<file path="src/rtl/comp_popcnt_pipe.sv">
// Pipelined population-count column compressor with valid-qualified streaming
// and an optional saturating per-frame accumulator.
module comp_popcnt_pipe #(
    parameter int IN_W   = 256,
    parameter int STAGES = 3,
    parameter int ACC_W  = 16
) (
    input  logic                      clk,
    input  logic                      rst,
    input  logic                      in_valid,
    input  logic [IN_W-1:0]           in_col,
    input  logic                      in_last,
    input  logic                      acc_en,
    output logic                      out_valid,
    output logic [$clog2(IN_W+1)-1:0] comp_out,
    output logic                      acc_valid,
    output logic [ACC_W-1:0]          acc_out,
    output logic                      acc_ovf
);
    localparam int OUT_W  = $clog2(IN_W + 1);
    localparam int LEVELS = $clog2(IN_W);

    function automatic int node_cnt(input int lvl);
        return (IN_W + (1 << lvl) - 1) >> lvl;
    endfunction

    // Number of tree registers passed once adder level lvl is done; a level
    // gets a register whenever this value steps, spreading STAGES evenly.
    function automatic int stage_of(input int lvl);
        return (lvl * STAGES) / LEVELS;
    endfunction

    logic [IN_W-1:0] col_q;
    logic [STAGES:0] vld_p;
    logic [STAGES:0] last_p;
    logic [STAGES:0] acc_p;

    always_ff @(posedge clk) begin
        if (rst) begin
            col_q  <= '0;
            vld_p  <= '0;
            last_p <= '0;
            acc_p  <= '0;
        end else begin
            col_q  <= in_col;
            vld_p  <= {vld_p[STAGES-1:0], in_valid};
            last_p <= {last_p[STAGES-1:0], in_last};
            acc_p  <= {acc_p[STAGES-1:0], acc_en};
        end
    end

    // Binary adder tree; every node is OUT_W wide since no partial sum can exceed IN_W.
    for (genvar l = 0; l <= LEVELS; l++) begin : g_lvl
        localparam int NODES = node_cnt(l);
        logic [OUT_W-1:0] q [NODES];

        if (l == 0) begin : g_leaf
            always_comb begin
                for (int i = 0; i < NODES; i++) begin
                    q[i] = OUT_W'(col_q[i]);
                end
            end
        end else begin : g_add
            localparam int PREV = node_cnt(l - 1);
            localparam int SIDX = stage_of(l);
            localparam bit REG  = (stage_of(l) != stage_of(l - 1));
            logic [OUT_W-1:0] pad [2*NODES];
            logic [OUT_W-1:0] sum [NODES];

            always_comb begin
                for (int j = 0; j < 2*NODES; j++) begin
                    pad[j] = '0;
                end
                for (int j = 0; j < PREV; j++) begin
                    pad[j] = g_lvl[l-1].q[j];
                end
                for (int i = 0; i < NODES; i++) begin
                    sum[i] = pad[2*i] + pad[2*i+1];
                end
            end

            if (REG) begin : g_reg
                // Loads only for a live beat, so the last level holds comp_out when idle.
                always_ff @(posedge clk) begin
                    if (rst) begin
                        q <= '{default: '0};
                    end else if (vld_p[SIDX-1]) begin
                        q <= sum;
                    end
                end
            end else begin : g_comb
                always_comb begin
                    q = sum;
                end
            end
        end
    end

    assign out_valid = vld_p[STAGES];
    assign comp_out  = g_lvl[LEVELS].q[0];

    logic [ACC_W-1:0] sum_q;
    logic             ovf_q;
    logic [ACC_W:0]   sum_wide;
    logic [ACC_W-1:0] sum_sat;
    logic             clamp;
    logic             take;

    always_comb begin
        take     = out_valid && acc_p[STAGES];
        sum_wide = {1'b0, sum_q} + (ACC_W+1)'(comp_out);
        clamp    = sum_wide[ACC_W];
        sum_sat  = clamp ? '1 : sum_wide[ACC_W-1:0];
    end

    // A closing beat publishes the frame result and restarts the sum in the same cycle.
    always_ff @(posedge clk) begin
        if (rst) begin
            sum_q     <= '0;
            ovf_q     <= 1'b0;
            acc_valid <= 1'b0;
            acc_out   <= '0;
            acc_ovf   <= 1'b0;
        end else begin
            acc_valid <= 1'b0;
            if (take) begin
                if (last_p[STAGES]) begin
                    acc_valid <= 1'b1;
                    acc_out   <= sum_sat;
                    acc_ovf   <= ovf_q | clamp;
                    sum_q     <= '0;
                    ovf_q     <= 1'b0;
                end else begin
                    sum_q <= sum_sat;
                    ovf_q <= ovf_q | clamp;
                end
            end
        end
    end

endmodule
</file>
<file path="config.mk">
export PLATFORM = sky130hd
export DESIGN_NAME = comp_popcnt_pipe
export DESIGN_NICKNAME = d
export VERILOG_FILES = /design/src/rtl/comp_popcnt_pipe.sv
export SDC_FILE = /design/constraint.sdc
export NUM_CORES = 1
export LEC_CHECK = 0
export BUFFER_PORTS_ARGS = -buffer_cell sky130_fd_sc_hd__buf_2
export CORE_MARGIN = 2
export CORE_UTILIZATION = 45
export DETAILED_ROUTE_END_ITERATION = 10
export PLACE_DENSITY = 0.73
export SYNTH_ARGS = -nofsm -noshare
export SYNTH_HDL_FRONTEND = slang
export SYNTH_SLANG_ARGS = --single-unit
</file>
<file path="constraint.sdc">
create_clock -name clk -period 3.91 [get_ports clk]
set_input_delay 0.782 -clock clk [delete_from_list [all_inputs] [get_ports clk]]
set_output_delay 0.782 -clock clk [all_outputs]
set_load 0.01 [all_outputs]
</file>
Yosys cells after proc, flatten, opt, wreduce, memory -nomap -nowiden --
Cells that the tools add are included.
Word-level totals: flip-flop bits (word level) 636, output and inout bits 28, logic and storage cells 311
Operators by class: add/sub/neg operators 256, muxes and demuxes 4, bitwise operators 2, reduce and logical (&&, ||, !) cells 3
Operators with widths (count):
- adder 9 bit | 31
- adder 1 x 1 -> 2 bit | 128
- adder 2 x 2 -> 3 bit | 64
- adder 3 x 3 -> 4 bit | 32
- two-way mux 16 bit | 2
- adder 16 x 9 -> 17 bit | 1
- two-way mux 1 bit | 2
- AND reduction 2 bit | 1
- OR reduction 2 bit | 1
- logical AND 1 bit | 1
- NOT 1 bit | 1
- bitwise OR 1 bit | 1

Logic depth before layout (Yosys ltp) --
Gate-level depths: netlist of the first run.
depth in word-level cells 3, gate-level depth with buffers 14, mapped depth without buffers 14

Least setup slack after synthesis of the first run --
OpenSTA, ideal clock, no wires.
path type register -> register, from register g_lvl[3].q[146] (netlist name), to register g_lvl[6].q[24] (netlist name), library setup time 0.137 ns, data arrival time 3.520 ns, data required time 3.773 ns, slack 0.254 ns, stages on the path, launching flop included 14, buffers on the path 0, period minus slack after synthesis 3.656 ns, cell sequence dfxtp_1 inv_1 fa_1 inv_1 fa_1 fa_1 inv_1 fa_1 inv_1 ha_1 fa_1 a21o_1 a21oi_1 a211oi_1
Between the ends: cells in the longest elaborated chain, start to end 3
RTL lines:
- start: declaration | line 55 | logic [OUT_W-1:0] q [NODES];
- start signal: assignment | line 88 | q <= sum;
- adder 9 bit (3 in a row) | line 78 | sum[i] = pad[2*i] + pad[2*i+1];
- end signal: assignment | line 88
- end: declaration | line 55
No other way between the ends. A chain may end at the register's enable or synchronous reset.

Worst setup path in the final report of the first run --
from register g_lvl[3].q[191] (netlist name), to register g_lvl[6].q[22] (netlist name)
Same word-level chain as after synthesis.

==> results of run 1 <==
## sequential cells by signal, indices dropped and copies added, names as in the netlist
signal,flops
col_q,256
g_lvl.q,156
acc_out,16
sum_q,16
comp_out,9
acc_p,4
last_p,4
vld_p,4
acc_ovf,1
acc_valid,1
ovf_q,1
## metrics by stage
stage | instance area [um^2] | hold WS (ps) | power [mW] | util (%) | worst slack (ps)
global route | 27600 | 374 | 13.6 | 52.7 | 1.90
CTS | 27600 | 353 | 13.0 | 52.6 | 26.4
finish | 27600 | 399 | 12.8 | 52.7 | 170
detailed placement | 25900 | 426 | 7.99 | 49.3 | 53.6
global placement | 25900 | 428 | 7.89 | 49.3 | 111
floorplan | 23800 | 414 | 7.13 | - | 254
## kinds of logic (layout without fill, tap and decap cells)
| group | Yosys count | in the layout |
|---|---|---|
| XOR/XNOR | 49 | 49 |
| adder cells (fa/ha/maj) | 376 | 376 |
| buffers and inverters | 551 | 857 |
| flip-flops | 468 | 468 |
| AO/OA/AOI/OAI | 212 | 212 |
| multiplexers | 92 | 92 |
| AND/OR/NAND/NOR | 560 | 560 |
## power breakdown
| group | internal (mW) | leakage (nW) | total (mW) | switching, mW |
|---|---|---|---|---|
| Clock | 2.97 | 0.855 | 4.97 | 1.99 |
| Sequential | 5.05 | 3.86 | 5.22 | 0.165 |
| Combinational | 1.21 | 8.01 | 2.63 | 1.42 |
## metal layers
metal | up-vias | routed length (um) | track usage (%)
met5 | - | 0 | 0
met3 | 82 | 2060 | 3.11
met1 | 7281 | 20000 | 21.4
li1 | 7620 | - | -
met4 | 0 | 1070 | 4.94
met2 | 272 | 22200 | 30.0
## synth_stat cells, types with 26 or more instances
library cell / n
ha_1: 141
a211oi_1: 41
dfxtp_1: 468
a21oi_1: 62
xnor2_1: 46
mux2i_1: 92
nand2_1: 32
nor2_1: 155
clkbuf_1: 65
a21o_1: 26
fa_1: 235
inv_1: 465
nor2b_1: 273
## cells in the final DEF (no fill, tap or decap), drive strengths merged, types with 28 or more instances in the layout
master  instances
nor2b         273
clkbuf         71
fa            235
nor2          157
o21ai          28
buf           298
mux2i          92
a21oi          64
inv           469
xnor2          46
a211oi         43
dfxtp         468
ha            141
nand2          34
## path summary, 6_finish.rpt
check / slack, ps / cells after the start / startpoint / to
max: 170 / 13 / g_lvl[3].q[191]$_SDFFE_PP0P_ / g_lvl[6].q[22]$_SDFFE_PP0P_
min: 400 / 2 / in_col[31] / col_q[31]$_SDFF_PP0_
max reg2reg: 170 / 13 / g_lvl[3].q[191]$_SDFFE_PP0P_ / g_lvl[6].q[22]$_SDFFE_PP0P_
min reg2reg: 430 / 1 / acc_p[1]$_SDFF_PP0_ / acc_p[2]$_SDFF_PP0_
## repair_timing
action	4_1_cts	5_1_grt
setup buffers	0	2
setup endpoints to repair	0	5
resized for setup	0	9
## cell type report
cell class / count / area, um^2 / area share (%)
Inverter: 465 / 1750 / 6.32
Multi-Input combinational cell: 1289 / 12300 / 44.7
Clock inverter: 23 / 274 / 0.992
Sequential cell: 468 / 9380 / 33.9
Timing Repair Buffer: 298 / 1560 / 5.66
Tap cell: 688 / 861 / 3.12
Clock buffer: 71 / 1470 / 5.33
==> results.json, run 1 <==
{
  "routabilityCongestion": 0.810,
  "worstPathArrival_ps": 4240,
  "rows": 84,
  "grt_usage_pct": 17.1,
  "drt-total-wl_mm": 45.3,
  "wl_per_cell_um": 13.7,
  "synth_top_family_by_area": "adder cells",
  "synth_seq_area_share_pct": 39.4,
  "critical_path.top_delay_family": "adder cells",
  "syn_avg_cell_area_um2": 10.3,
  "initialDrtViolationCount": 495,
  "synth_cells": 2308,
  "tritoncts": "built",
  "period_minus_slack_ps": 3740,
  "synth_compound_area_share_pct": 6.02,
  "crit_slowest_cell": "fa_1",
  "place_hpwl_mm": 34.1,
  "drt_first_pass_iters": 4,
  "synthesis.area_mm2": 0.0238,
  "startpoint_type": "register",
  "finClkSkew_ps": 10.8,
  "crit_type": "reg2reg",
  "cp_cell_sequence": "inv_1, fa_1, inv_1, fa_1, fa_1, inv_1, fa_1, inv_1, ha_2, fa_2, buf_4, xnor2_1, a211oi_1",
  "synth_mux_area_share_pct": 3.87,
  "io_pins": 289,
  "finalSetupViolations": 0,
  "rsz0062_at_grt": "no",
  "finalHoldViolations": 0,
  "die-area_mm2": 0.0547,
  "synth_xor_area_share_pct": 1.80,
  "grt_pass1_vias": 16317,
  "maxCapViolations": 0,
  "ant_nets": 0,
  "hold_buffers": 0,
  "leakagePower_nw": 12.7,
  "grt_pass1_wl_mm": 76.1,
  "finalSetupTns_ps": 0,
  "nets": 3211,
  "numClockSinks": 468,
  "power.density_mw_per_mm2": 464,
  "vias_per_cell": 4.62,
  "yosysWarnings": 0,
  "outcome": "completed",
  "crit_buf_inv": 5,
  "worstPathMaxFanout": 2,
  "die_x_um": 234,
  "ctsRootBufferMaster": "clkbuf_16",
  "drive_gt1_share_pct": 16.1,
  "yosysUniqueCellTypes": 63,
  "synth_fa_ha_area_share_pct": 27.2,
  "required_ps": 4410,
  "ys_async_sr_fraction_pct": 0,
  "areaGrowthSynthToFinish_pct": 16.1,
  "dp_cells": 3206,
  "die_y_um": 234,
  "grt.overflow.total": 0,
  "io_buffers": 288,
  "drv_slew": 0,
  "h-tree-depth": 2,
  "relSlewSlack_pct": 29.5,
  "vias": 15255,
  "synthFlopType": "dfxtp_1",
  "synth.area.top_cells": "dfxtp_1, fa_1, ha_1",
  "tightest_slew_ps": 1050,
  "synth_area_leader_cell": "dfxtp_1",
  "period_share_pct": 95.7,
  "synth_fp_nets": 2945,
  "cts_made_buffers": 52,
  "hold_class": "in2reg",
  "synth_simple_gate_area_share_pct": 12.9,
  "core_mm2": 0.0524,
  "ir_worst_vdd_mv": 0.302,
  "synth_seq_cells": 468,
  "fin_cells": 3302,
  "cpPeakStageDelay_ps": 570,
  "max_freq_ghz": 0.267,
  "yosysTopAreaCellShare_pct": 39.4,
  "clock_latency_ps": 580,
  "cp-end-kind": "register",
  "antennaDiodeCount": 0,
  "clk_pin_slew_ps": 60,
  "drc": 0,
  "start_util_pct": 45.4,
  "grt_max_degree": 155,
  "synth_edf_count": 0,
  "n_fill_cell": 4572,
  "clockBufferDepth": 3,
  "antenna_found_initial": 2
}
No activity file was read; power rests on OpenSTA's default activity.
==> run 2, diff against run 1 <==
Settings changed: CTS_BUF_LIST set to sky130_fd_sc_hd__clkbuf_8.
==> results.json, run 2 (synthesis gave the netlist of run 1 again) <==
{
  "startpoint_type": "register",
  "grt.overflow.total": 0,
  "ant_nets": 0,
  "grt_pass1_vias": 16557,
  "antenna_found_initial": 3,
  "top_register": "col_q",
  "start_util_pct": 45.4,
  "cp-end-kind": "register",
  "required_ps": 4450,
  "final-seq-area_mm2": 0.00938,
  "crit_type": "reg2reg",
  "core_mm2": 0.0524,
  "wl_per_cell_um": 13.6,
  "rows": 84,
  "ctsRootBufferMaster": "clkbuf_8",
  "place_hpwl_mm": 34.1,
  "drt-total-wl_mm": 45.6,
  "nets": 3241,
  "drt_first_pass_iters": 5,
  "tritoncts": "built",
  "routabilityCongestion": 0.810,
  "finalHoldViolations": 0,
  "finalSetupViolations": 0,
  "clock_latency_ps": 670,
  "worstPathArrival_ps": 4310,
  "layout_common_cells": "inv_1, dfxtp_1, buf_2",
  "ir_worst_vdd_mv": 0.337,
  "grt_pass1_wl_mm": 76.9,
  "outcome": "completed",
  "cts_made_buffers": 83,
  "io_buffers": 288,
  "period_share_pct": 96.3,
  "drc": 0,
  "largest_register_ffs": 256,
  "h-tree-depth": 3,
  "period_minus_slack_ps": 3770,
  "reg_top3": "col_q: 256 flops, g_lvl.q: 156 flops",
  "dpl_cell_area_mm2": 0.0259,
  "reg2reg_slack_ps": 140,
  "n_fill_cell": 4568,
  "grt_usage_pct": 17.4,
  "drive_gt1_share_pct": 17.5,
  "tightest_slew_ps": 1050,
  "multi_input_area_mm2": 0.0123,
  "numClockSinks": 468,
  "areaGrowthSynthToFinish_pct": 16.7,
  "hold_class": "in2reg",
  "rsz0062_at_grt": "yes",
  "maxCapViolations": 0,
  "vias_per_cell": 4.57,
  "worstPathMaxFanout": 2,
  "die_x_um": 234,
  "die-area_mm2": 0.0547,
  "drv_slew": 0,
  "relSlewSlack_pct": 29.6,
  "clk_pin_slew_ps": 60,
  "vias": 15354,
  "io_pins": 289,
  "max_freq_ghz": 0.266,
  "leakagePower_nw": 12.9,
  "finClkSkew_ps": 27.7,
  "finish.instance_area_mm2": 0.0278,
  "total_power_mw": 12.9,
  "hold_buffers": 0,
  "power.density_mw_per_mm2": 464,
  "final_common_cell": "inv_1",
  "initialDrtViolationCount": 500,
  "grt_max_degree": 155,
  "die_y_um": 234,
  "clockBufferDepth": 3
}
-- run 2: changes by cell type in the layout (fill, tap and decap cells not counted), sizes merged --
| cell | before | now |
|---|---|---|
| inv | 469 | 490 |
| clkbuf | 71 | 106 |
| diode | 0 | 1 |
| clkinv | 11 | 13 |
| buf | 298 | 297 |
| bufinv | 5 | 8 |
-- run 2: path summary, 6_finish.rpt --
path | depth (start not counted) | to | start
hold / removal | 2 | col_q[208]$_SDFF_PP0_ | in_col[208]
hold reg to reg | 1 | acc_p[2]$_SDFF_PP0_ | acc_p[1]$_SDFF_PP0_
setup / recovery | 14 | g_lvl[6].q[33]$_SDFFE_PP0P_ | g_lvl[3].q[245]$_SDFFE_PP0P_
setup reg to reg | 14 | g_lvl[6].q[33]$_SDFFE_PP0P_ | g_lvl[3].q[245]$_SDFFE_PP0P_
-- run 2: area by class of cell --
cell class	instances	area share [%]
Multi-Input combinational cell	1289	44.4
Tap cell	688	3.10
Clock buffer	106	5.25
Inverter	465	6.28
Timing Repair Buffer	297	5.60
Antenna cell	1	0.00901
Clock inverter	49	1.58
Sequential cell	468	33.7
-- run 2: critical path: stages (launching register included) --
cell      delay, ps
dfxtp_2         320
inv_1            50
fa_1            520
inv_1            50
fa_1            510
fa_1            550
inv_1            60
fa_1            470
inv_1            70
ha_2            170
inv_1            50
fa_2            350
nor2b_1         110
o21ai_0          80
a311oi_1        300
-- run 2: through the flow --
stage          setup slack, ps  util [%]  std cells  hold WS (ps)  setup TNS [ps]
3_5_place_dp              53.6      49.3       3206           426               0
6_report                   144      53.0       3363           321               0
2_1_floorplan              254         -       2308           414               0
3_3_place_gp               111      49.3       3206           428               0
4_1_cts                   37.6      52.9       3361           240               0
5_1_grt                  -45.4      53.0       3363           278           -45.4
-- run 2: per-layer routing --
layer  GRT usage (%)  vias up  wire length (um)
met3            3.36       79              2040
met4            6.82        0              1130
met1            21.3     7302             20200
met2            30.2      284             22300
li1                -     7689                 -
met5               0        -                 0
-- run 2: power by group --
part	switching [mW]	total [mW]	leakage, nW	internal (mW)
sequential	0.165	5.22	3.86	5.06
clock	2.08	5.06	1.06	2.98
combinational	1.42	2.62	8.01	1.20
total	3.66	12.9	12.9	9.24
-- run 2: timing repair --
| action | CTS | global route |
|---|---|---|
| buffers inserted | 0 | 1 |
| gates resized for setup | 0 | 9 |
| endpoints found under the setup margin | 0 | 7 |
